[src/rtl/fifo_arb_pkg.sv]
// Shared types and constants for the round-robin FIFO write-port arbiter.
package fifo_arb_pkg;

  typedef enum logic [0:0] {
    ARB_IDLE = 1'b0,
    ARB_OWN  = 1'b1
  } arb_state_t;

  localparam int STAT_W = 8;

endpackage

[src/rtl/fifo_wr_arbiter_if.sv]
// Requester-side and FIFO-side signals of the write arbiter.
// The master modport is the arbiter; slave is the surrounding environment.
interface fifo_wr_arbiter_if #(
  parameter int NREQ  = 4,
  parameter int WIDTH = 8
);

  logic [NREQ-1:0]       req;
  logic [NREQ*WIDTH-1:0] data_in;
  logic [NREQ-1:0]       gnt;
  logic [NREQ-1:0]       ack;
  logic                  fifo_full;
  logic                  fifo_wr_en;
  logic [WIDTH-1:0]      fifo_data;

  modport master (
    input  req, data_in, fifo_full,
    output gnt, ack, fifo_wr_en, fifo_data
  );

  modport slave (
    output req, data_in, fifo_full,
    input  gnt, ack, fifo_wr_en, fifo_data
  );

endinterface

[src/rtl/fifo_wr_arbiter_rr_pick.sv]
// Combinational round-robin picker: first requester at index >= ptr, wrapping.
module rr_pick #(
  parameter int NREQ = 4,
  parameter int PW   = $clog2(NREQ)
) (
  input  logic [NREQ-1:0] req,
  input  logic [PW-1:0]   ptr,
  output logic [NREQ-1:0] winner,
  output logic            valid
);

  // Scan from ptr upward; the first hit wins and masks later candidates.
  always_comb begin
    logic [PW-1:0] idx;
    winner = '0;
    valid  = 1'b0;
    idx    = '0;
    for (int k = 0; k < NREQ; k++) begin
      idx = PW'((int'(ptr) + k) % NREQ);
      if (!valid && req[idx]) begin
        winner[idx] = 1'b1;
        valid       = 1'b1;
      end else begin
        valid = valid;
      end
    end
  end

endmodule

[src/rtl/fifo_wr_arbiter.sv]
// Round-robin arbiter sharing one FIFO write port among NREQ requesters.
// Optional per-requester tenure counters under FIFO_ARB_STATS_EN.
module fifo_wr_arbiter
  import fifo_arb_pkg::*;
#(
  parameter int NREQ  = 4,
  parameter int WIDTH = 8,
  parameter int BURST = 4
) (
  input  logic                      clk,
  input  logic                      rst,
`ifdef FIFO_ARB_STATS_EN
  output logic [NREQ*STAT_W-1:0]    tenure_cnt,
`endif
  fifo_wr_arbiter_if.master         bus
);

  localparam int PW = $clog2(NREQ);
  localparam int CW = $clog2(BURST + 1);

  arb_state_t      state_r, state_n;
  logic [NREQ-1:0] gnt_r, gnt_n;
  logic [PW-1:0]   rr_ptr_r, rr_ptr_n;
  logic [CW-1:0]   beat_cnt_r, beat_cnt_n;

  logic [NREQ-1:0] pick_oh_s;
  logic            pick_valid_s;
  logic [NREQ-1:0] ack_s;
  logic            beat_s;
  logic            owner_req_s;
  logic [PW-1:0]   owner_s;
  logic [WIDTH-1:0] data_s;

  function automatic logic [PW-1:0] onehot_idx(input logic [NREQ-1:0] oh);
    logic [PW-1:0] idx;
    idx = '0;
    for (int i = 0; i < NREQ; i++) begin
      if (oh[i]) begin
        idx = idx | PW'(i);
      end else begin
        idx = idx;
      end
    end
    return idx;
  endfunction

  rr_pick #(
    .NREQ (NREQ),
    .PW   (PW)
  ) u_rr_pick (
    .req    (bus.req),
    .ptr    (rr_ptr_r),
    .winner (pick_oh_s),
    .valid  (pick_valid_s)
  );

  // Beat acceptance and owner data select, all from the registered grant.
  always_comb begin
    ack_s       = gnt_r & bus.req & {NREQ{~bus.fifo_full}};
    beat_s      = |ack_s;
    owner_req_s = |(gnt_r & bus.req);
    owner_s     = onehot_idx(gnt_r);
    data_s      = '0;
    for (int i = 0; i < NREQ; i++) begin
      if (gnt_r[i]) begin
        data_s = data_s | bus.data_in[i*WIDTH +: WIDTH];
      end else begin
        data_s = data_s;
      end
    end
  end

  assign bus.gnt        = gnt_r;
  assign bus.ack        = ack_s;
  assign bus.fifo_wr_en = beat_s;
  assign bus.fifo_data  = data_s;

  // Next-state logic: arbitrate in IDLE, count beats and close tenures in OWN.
  always_comb begin
    state_n    = state_r;
    gnt_n      = gnt_r;
    rr_ptr_n   = rr_ptr_r;
    beat_cnt_n = beat_cnt_r;
    case (state_r)
      ARB_IDLE: begin
        if (pick_valid_s) begin
          gnt_n      = pick_oh_s;
          beat_cnt_n = '0;
          state_n    = ARB_OWN;
        end else begin
          state_n = ARB_IDLE;
        end
      end
      ARB_OWN: begin
        if (!owner_req_s || (beat_s && beat_cnt_r == CW'(BURST - 1))) begin
          // A dropped request forfeits the rest of the tenure.
          gnt_n      = '0;
          state_n    = ARB_IDLE;
          rr_ptr_n   = (owner_s == PW'(NREQ - 1)) ? '0 : owner_s + PW'(1);
          beat_cnt_n = beat_s ? beat_cnt_r + CW'(1) : beat_cnt_r;
        end else if (beat_s) begin
          beat_cnt_n = beat_cnt_r + CW'(1);
        end else begin
          beat_cnt_n = beat_cnt_r;
        end
      end
      default: begin
        state_n = ARB_IDLE;
        gnt_n   = '0;
      end
    endcase
  end

  // Arbiter state registers.
  always_ff @(posedge clk or posedge rst) begin
    if (rst) begin
      state_r    <= ARB_IDLE;
      gnt_r      <= '0;
      rr_ptr_r   <= '0;
      beat_cnt_r <= '0;
    end else begin
      state_r    <= state_n;
      gnt_r      <= gnt_n;
      rr_ptr_r   <= rr_ptr_n;
      beat_cnt_r <= beat_cnt_n;
    end
  end

`ifdef FIFO_ARB_STATS_EN
  logic [STAT_W-1:0] stat_r [NREQ];

  // Saturating tenure counters, bumped on each entry to ARB_OWN.
  always_ff @(posedge clk or posedge rst) begin
    if (rst) begin
      for (int i = 0; i < NREQ; i++) begin
        stat_r[i] <= '0;
      end
    end else begin
      for (int i = 0; i < NREQ; i++) begin
        if (state_r == ARB_IDLE && pick_oh_s[i] && stat_r[i] != {STAT_W{1'b1}}) begin
          stat_r[i] <= stat_r[i] + STAT_W'(1);
        end else begin
          stat_r[i] <= stat_r[i];
        end
      end
    end
  end

  for (genvar g = 0; g < NREQ; g++) begin : g_stat
    assign tenure_cnt[g*STAT_W +: STAT_W] = stat_r[g];
  end
`endif

endmodule

[src/flat_wrapper.sv]
// flat-port wrapper written by rule: the top's interface ports become plain ports
module fifo_wr_arbiter_flat import fifo_arb_pkg::*;
#(
  parameter int NREQ  = 4,
  parameter int WIDTH = 8,
  parameter int BURST = 4
)
  (clk, rst, bus_req, bus_data_in, bus_fifo_full, bus_gnt, bus_ack, bus_fifo_wr_en, bus_fifo_data);
  fifo_wr_arbiter_if #(.NREQ(NREQ), .WIDTH(WIDTH)) bus_i ();
  input  logic clk;
  input  logic rst;
  input wire logic [$bits(bus_i.req)-1:0] bus_req;
  input wire logic [$bits(bus_i.data_in)-1:0] bus_data_in;
  input wire logic [$bits(bus_i.fifo_full)-1:0] bus_fifo_full;
  output wire logic [$bits(bus_i.gnt)-1:0] bus_gnt;
  output wire logic [$bits(bus_i.ack)-1:0] bus_ack;
  output wire logic [$bits(bus_i.fifo_wr_en)-1:0] bus_fifo_wr_en;
  output wire logic [$bits(bus_i.fifo_data)-1:0] bus_fifo_data;
  assign bus_i.req = bus_req;
  assign bus_i.data_in = bus_data_in;
  assign bus_i.fifo_full = bus_fifo_full;
  assign bus_gnt = bus_i.gnt;
  assign bus_ack = bus_i.ack;
  assign bus_fifo_wr_en = bus_i.fifo_wr_en;
  assign bus_fifo_data = bus_i.fifo_data;
  fifo_wr_arbiter #(.NREQ(NREQ), .WIDTH(WIDTH), .BURST(BURST)) u_core (.clk(clk), .rst(rst), .bus(bus_i));
endmodule
[config.mk]
export PLATFORM = sky130hd
export DESIGN_NAME = fifo_wr_arbiter_flat
export DESIGN_NICKNAME = d
export VERILOG_FILES = /design/src/rtl/fifo_arb_pkg.sv /design/src/rtl/fifo_wr_arbiter_if.sv /design/src/rtl/fifo_wr_arbiter_rr_pick.sv /design/src/rtl/fifo_wr_arbiter.sv /design/src/flat_wrapper.sv
export SDC_FILE = /design/constraint.sdc
export NUM_CORES = 1
export LEC_CHECK = 0
export ABC_AREA = 1
export CAP_MARGIN = 10
export CORE_MARGIN = 2
export CORE_UTILIZATION = 46
export CTS_BUF_LIST = sky130_fd_sc_hd__clkbuf_8
export CTS_CLUSTER_SIZE = 24
export DETAILED_ROUTE_END_ITERATION = 8
export HOLD_SLACK_MARGIN = 0.02
export PLACE_DENSITY = 0.89
export SLEW_MARGIN = 10
export SYNTH_ARGS = -nofsm -noshare
export SYNTH_HDL_FRONTEND = slang
export SYNTH_SLANG_ARGS = --single-unit
[constraint.sdc]
create_clock -name clk -period 3 [get_ports clk]
set_input_delay 0.3 -clock clk [delete_from_list [all_inputs] [get_ports clk]]
set_output_delay 0.3 -clock clk [all_outputs]
set_load 0.01 [all_outputs]
==> flow_summary.json, run 1 <==
{
  "outcome": "completed",
  "area.growth.synth_to_final_pct": 50.58,
  "post_route_cells_drive_above_1_share_pct": 10.13,
  "clock_tree.buffer_depth": 2,
  "cts.sinks": 10,
  "count_of_port_buffers_added_during_placement": 55,
  "max_slew_margin_pct": 67.92,
  "num-nets-final": 286,
  "postCtsResizedCells": 0,
  "clk_pin_slew_worst_paths_ns": 0.05,
  "std_cell_rows": 18,
  "netlist_instances": 183,
  "design.core.area_um2": 2455,
  "reg2reg_from": "u_core.rr_ptr_r[0]$_DFFE_PP0P_",
  "slew_violations": 0,
  "drtPass1Iterations": 4,
  "globalplace.congestion": 0.8317,
  "max_cap_viol_count": 0,
  "rsz0062_at_grt": "no",
  "layout.cell_area.non_filler_um2": 1792,
  "routed-via-count": 1340,
  "crit-reg2reg-capture": "u_core.bus.gnt[1]$_DFFE_PP0P_",
  "dieWidth_um": 54.86,
  "hold_buffer_count_at_cts": 0,
  "worst_ep_arrival_time_ns": 1.82,
  "cellInternalPower_mw": 0.7033,
  "power.share.sequential_pct": 20.4,
  "static-leakage-power_nw": 0.8673,
  "fill_cells": 193,
  "setup.reg_to_reg.worst_slack_ns": 0.95,
  "power.share.clock_pct": 11.8,
  "post-cts-setup-buffers": 0,
  "antenna_found_initial": 0,
  "cts_tree": "built",
  "worst-slew-pin-transition_ns": 0.4812,
  "p_switching_mw": 0.7324,
  "die-area_um2": 3010,
  "type_of_element_launching_the_critical_path": "flip-flop",
  "cts_buffers": 3,
  "timing.critical_path.fanout_max": 14,
  "antenna_violating_nets_post_route": 0,
  "peakVddDrop_v": 0.0006841,
  "worst_setup_path_endpoint": "bus_fifo_wr_en",
  "syn-mean-instance-area_um2": 6.502,
  "cts.htree.levels": 1,
  "clock-root-buffer": "clkbuf_8",
  "p_sw_share_pct": 51.01,
  "grt_overflow": 0,
  "detail_route.wirelength_um": 3168,
  "worst-endpoint-required_ns": 2.70,
  "yosysWarningCount": 0,
  "yosys.area.top_type": "nand2_1",
  "pin_count": 56,
  "clock_latency_ns": 0.24,
  "fp.dieH_um": 54.86,
  "finalHoldViolations": 0,
  "end_kind": "primary output",
  "worstSetupPathType": "reg2out",
  "netlist-cell-type-count": 21,
  "grt_first_pass_wirelength_um": 5112,
  "combinational_group_share_of_total_power_pct": 67.8,
  "min_period_ns": 2.118,
  "final_setup_tns_ns": 0,
  "period_share_pct": 70.59,
  "via_density_per_instance": 5.019,
  "total_drc_errors_in_the_routed_layout": 0,
  "post_synthesis_cell_area_um2": 1190,
  "floorplan.initialDensity_pct": 48.47,
  "path_category_of_the_worst_min_delay_check": "in2async",
  "grt_start_max_net_pins": 15,
  "finClkSkew_ns": 0.002394,
  "postPlaceCellArea_um2": 1737,
  "r2r.worst_path.cells": 11,
  "yosysSeqAreaShare_pct": 21.03,
  "synth.ff_latch_count": 10,
  "top_area_cell_type_share_of_the_netlist_area_pct": 23.97,
  "dp_hpwl_um": 2509,
  "synth_area_leaders": "nand2_1 24%, dfrtp_1 21%, nand3_1 11%, ha_1 9.5%, nand2_4 6.6%",
  "vias_in_the_first_global_route": 1265,
  "gr-usage-all-layers_pct": 23.86,
  "pwr_density_cell_nw_per_um2": 801.2,
  "max_freq_mhz": 472.2,
  "setup_viol": 0,
  "number_of_nets_produced_by_synthesis": 231,
  "drt_iter0_markers": 20,
  "timing.critical_path.from": "u_core.bus.gnt[1]$_DFFE_PP0P_",
  "antennaDiodeCount": 0,
  "drt-wirelength-per-cell_um": 11.87
}
synth_stat cells:
master	number
nand2_1	76
nand3_1	25
inv_1	12
nor2_1	12
dfrtp_1	10
ha_1	9
nand4_1	9
nand2_4	7
buf_4	4
nand2_2	3
inv_2	2
nand3_2	2
nand3_4	2
o21ai_1	2
or2_2	2
a21oi_1	1
buf_6	1
inv_6	1
nor2_8	1
o21ai_0	1
o31ai_1	1
critical path, stage by stage (launching register included):
cell and delay (ns):
dfrtp_1 0.62, nand2_1 0.14, nand4_1 0.14, nand2_1 0.07, inv_2 0.07, clkdlybuf4s50_1 0.54
how the worst min path moves through the flow:
stage	slack, ns	cells after the start	startpoint	to
final	0.34	2	rst	u_core.beat_cnt_r[2]$_DFFE_PP0P_
after global placement	0.49	2	u_core.beat_cnt_r[2]$_DFFE_PP0P_	u_core.beat_cnt_r[2]$_DFFE_PP0P_
after global routing	0.39	2	rst	u_core.rr_ptr_r[0]$_DFFE_PP0P_
after detailed placement	0.49	2	u_core.beat_cnt_r[2]$_DFFE_PP0P_	u_core.beat_cnt_r[2]$_DFFE_PP0P_
after CTS	0.35	2	rst	u_core.beat_cnt_r[2]$_DFFE_PP0P_
after floorplan	0.14	1	rst	u_core.beat_cnt_r[0]$_DFFE_PP0P_
registers in the layout, indices dropped and copies added, names as in the netlist:
signal	cells
u_core.beat_cnt_r	3
u_core.rr_ptr_r	2
u_core.bus.gnt	4
u_core.state_r	1
power by group through the flow:
stage / Sequential (mW) / Clock [mW] / Combinational [mW]
floorplan: 0.231 / 0 / 0.733
global placement: 0.291 / 0 / 0.948
detailed placement: 0.293 / 0 / 0.971
CTS: 0.293 / 0.169 / 0.977
global route: 0.306 / 0.176 / 1.08
finish: 0.293 / 0.170 / 0.973
layout by cell type, fill, tap and decap left out, types with 3 or more instances in the layout:
cell type	netlist	routed
nand2_1	76	76
clkdlybuf4s50_1	0	55
nand3_1	25	25
inv_1	12	12
nor2_1	12	12
dfrtp_1	10	10
nand4_1	9	9
ha_1	9	9
nand2_4	7	7
clkbuf_8	0	4
nand2_2	3	3
per-stage QoR:
stage | power, mW | cells | hold slack, ns | setup slack [ns] | utilization (%)
global placement | 1.240 | 263 | 0.4871 | 0.9629 | 70.74
global route | 1.568 | 267 | 0.3851 | 0.7633 | 72.99
detailed placement | 1.264 | 263 | 0.4937 | 0.9451 | 70.74
floorplan | 0.9636 | 183 | 0.1402 | 1.260 | -
finish | 1.436 | 267 | 0.3352 | 0.8822 | 72.99
CTS | 1.439 | 267 | 0.3454 | 0.8788 | 72.99
layer usage:
| metal | vias up | routed length (µm) | track usage [%] |
|---|---|---|---|
| met5 | - | 0 | 0 |
| met4 | 0 | 92 | 12.08 |
| met3 | 11 | 172 | 5.738 |
| met2 | 50 | 1563 | 43.25 |
| met1 | 581 | 1340 | 25.25 |
| li1 | 698 | - | - |
logic make-up (layout without fill, tap and decap cells):
group	count (synthesis)	in the layout	share of synthesized area, %
AND/OR/NAND/NOR	139	139	58.57
buffers and inverters	20	74	8.623
flip-flops	10	10	21.03
adder cells (fa/ha/maj)	9	9	9.464
AO/OA/AOI/OAI	5	5	2.313
area by class of cell:
class,count,area (µm²),share of cell area [%]
multi-input combinational,153,837.1,46.72
inverter,15,61.31,3.422
sequential,10,250.2,13.97
tap,30,37.54,2.095
clock buffer,4,55.05,3.073
timing repair buffer,55,550.5,30.73
No activity file was read; power rests on OpenSTA's default activity.
==> run 2: changes to the inputs <==
--- a/config.mk
+++ b/config.mk
@@ -8,12 +8,12 @@
 export ABC_AREA = 1
 export CAP_MARGIN = 10
 export CORE_MARGIN = 2
-export CORE_UTILIZATION = 46
+export CORE_UTILIZATION = 38
 export CTS_BUF_LIST = sky130_fd_sc_hd__clkbuf_8
 export CTS_CLUSTER_SIZE = 24
 export DETAILED_ROUTE_END_ITERATION = 8
 export HOLD_SLACK_MARGIN = 0.02
-export PLACE_DENSITY = 0.89
+export PLACE_DENSITY = 0.78
 export SLEW_MARGIN = 10
 export SYNTH_ARGS = -nofsm -noshare
 export SYNTH_HDL_FRONTEND = slang
==> constraint.sdc (replaced) <==
create_clock -name clk -period 1.84 [get_ports clk]
set_input_delay 0.184 -clock clk [delete_from_list [all_inputs] [get_ports clk]]
set_output_delay 0.184 -clock clk [all_outputs]
set_load 0.01 [all_outputs]
==> run 2 against run 1 <==
Wire length rose by 0.47%; via count increased by 4.3%; register-to-register slack worse by 0.78 ns; design area grew 4.7%; global-route usage down 4.6 points; sequential power up 30%; utilization shrank 11 points; largest cell class unchanged.
==> flow_summary.json, run 2 (same netlist as run 1, synthesis figures left out) <==
{
  "clock_latency_ns": 0.24,
  "p_total_mw": 2.387,
  "multi_input_comb_area_um2": 837.1,
  "worst-slew-pin-transition_ns": 0.3825,
  "std_cell_rows": 20,
  "outcome": "completed",
  "setup_viol": 0,
  "dp_hpwl_um": 2690,
  "dp_worst_setup_slack_ns": 0.09324,
  "antennaDiodeCount": 0,
  "post_route_cells_drive_above_1_share_pct": 15.32,
  "max_cap_viol_count": 0,
  "grt_start_max_net_pins": 12,
  "routed-via-count": 1398,
  "timing.critical_path.max_delay_family": "buffers and inverters",
  "antenna_found_initial": 0,
  "vias_in_the_first_global_route": 1323,
  "placed_cells_incl_taps": 278,
  "gr-usage-all-layers_pct": 19.26,
  "detail_route.wirelength_um": 3183,
  "slew_violations": 0,
  "type_of_element_launching_the_critical_path": "input port",
  "post-cts-setup-buffers": 0,
  "fill_cells": 275,
  "worst_ep_arrival_time_ns": 1.57,
  "final_core_area_utilization_pct": 62.46,
  "peakVddDrop_v": 0.0005132,
  "antenna_violating_nets_post_route": 0,
  "largest_register_ffs": 4,
  "worst-endpoint-required_ns": 1.66,
  "area.growth.synth_to_final_pct": 57.62,
  "drt-wirelength-per-cell_um": 11.33,
  "end_kind": "primary output",
  "final_setup_tns_ns": 0,
  "grt_first_pass_wirelength_um": 5326,
  "globalplace.congestion": 0.8668,
  "pwr_density_cell_nw_per_um2": 1273,
  "period_share_pct": 95.14,
  "postPlaceCellArea_um2": 1831,
  "final_critical_path_setup_slack_ns": 0.08937,
  "clk_pin_slew_worst_paths_ns": 0.05,
  "dieWidth_um": 59.96,
  "post_layout_nonfiller_instances": 281,
  "timing.hold.ws_ns": 0.2196,
  "via_density_per_instance": 4.975,
  "design.core.area_um2": 3003,
  "fp.dieH_um": 59.96,
  "floorplan.initialDensity_pct": 39.62,
  "timing.critical_path.fanout_max": 3,
  "layout.cell_area.non_filler_um2": 1876,
  "min_period_ns": 1.751,
  "clock_tree.buffer_depth": 2,
  "max_slew_margin_pct": 74.47,
  "max_stage_delay_ns": 0.52,
  "layout_commonest_cell": "nand2_1",
  "clock-root-buffer": "clkbuf_8",
  "cts.htree.levels": 1,
  "timing.critical_path.buf_inv": 3,
  "total_drc_errors_in_the_routed_layout": 0,
  "timing.critical_path.cells": "clkdlybuf4s50_1, nand2_1, nand4_1, nand2_1, inv_2, clkdlybuf4s50_1",
  "final_cell_mix": "76 x nand2_1, 55 x clkdlybuf4s50_1, 25 x nand3_1",
  "path_category_of_the_worst_min_delay_check": "in2async",
  "rsz0062_at_grt": "no",
  "grt_overflow": 0,
  "cts.sinks": 10,
  "die-area_um2": 3595,
  "num-nets-final": 298,
  "finClkSkew_ns": 0.004551,
  "static-leakage-power_nw": 0.9152,
  "cts_buffers": 3,
  "max_freq_mhz": 571.2,
  "count_of_port_buffers_added_during_placement": 55,
  "final-seq-area_um2": 254.0,
  "slowest_stage": "clkdlybuf4s50_1",
  "cts_tree": "built",
  "hold_buffer_count_at_cts": 0,
  "drt_iter0_markers": 65,
  "finalHoldViolations": 0,
  "worstSetupPathType": "in2out",
  "drtPass1Iterations": 4,
  "pin_count": 56
}
-- run 2: worst paths after layout --
path / to / startpoint / slack [ns] / cells past startpoint
max in group asynchronous: u_core.bus.gnt[3]$_DFFE_PP0P_ / rst / 1.32 / 2
worst min register to register: u_core.beat_cnt_r[2]$_DFFE_PP0P_ / u_core.beat_cnt_r[2]$_DFFE_PP0P_ / 0.50 / 2
worst max register to register: u_core.bus.gnt[0]$_DFFE_PP0P_ / u_core.rr_ptr_r[0]$_DFFE_PP0P_ / 0.17 / 11
worst min-delay path: u_core.beat_cnt_r[1]$_DFFE_PP0P_ / rst / 0.22 / 2
worst max-delay path: bus_fifo_wr_en / bus_req[0] / 0.09 / 6
min in group clk: u_core.beat_cnt_r[2]$_DFFE_PP0P_ / u_core.beat_cnt_r[2]$_DFFE_PP0P_ / 0.50 / 2
-- run 2: final cells by class --
| cell class | count | area share [%] |
|---|---|---|
| Sequential cell | 10 | 13.54 |
| Timing Repair Buffer | 67 | 34.16 |
| Inverter | 15 | 3.269 |
| Multi-Input combinational cell | 153 | 44.63 |
| Tap cell | 33 | 2.201 |
| Clock buffer | 3 | 2.201 |
-- run 2: power breakdown --
part | total, mW | internal, mW | switching (mW) | leakage (nW)
combinational | 1.78 | 0.747 | 1.03 | 0.767
sequential | 0.382 | 0.298 | 0.0834 | 0.127
clock | 0.225 | 0.143 | 0.0825 | 0.0216
-- run 2: routing by layer --
layer / track usage [%] / routed length, µm
met1: 21.62 / 1340
met2: 34.63 / 1558
met3: 4.545 / 254
met4: 7.619 / 30
met5: 0 / 0
-- run 2: timing repair --
item	CTS	global route
gates resized for setup	1	2
endpoints found under the setup margin	1	2
cloned	0	0
hold endpoints to repair	0	0
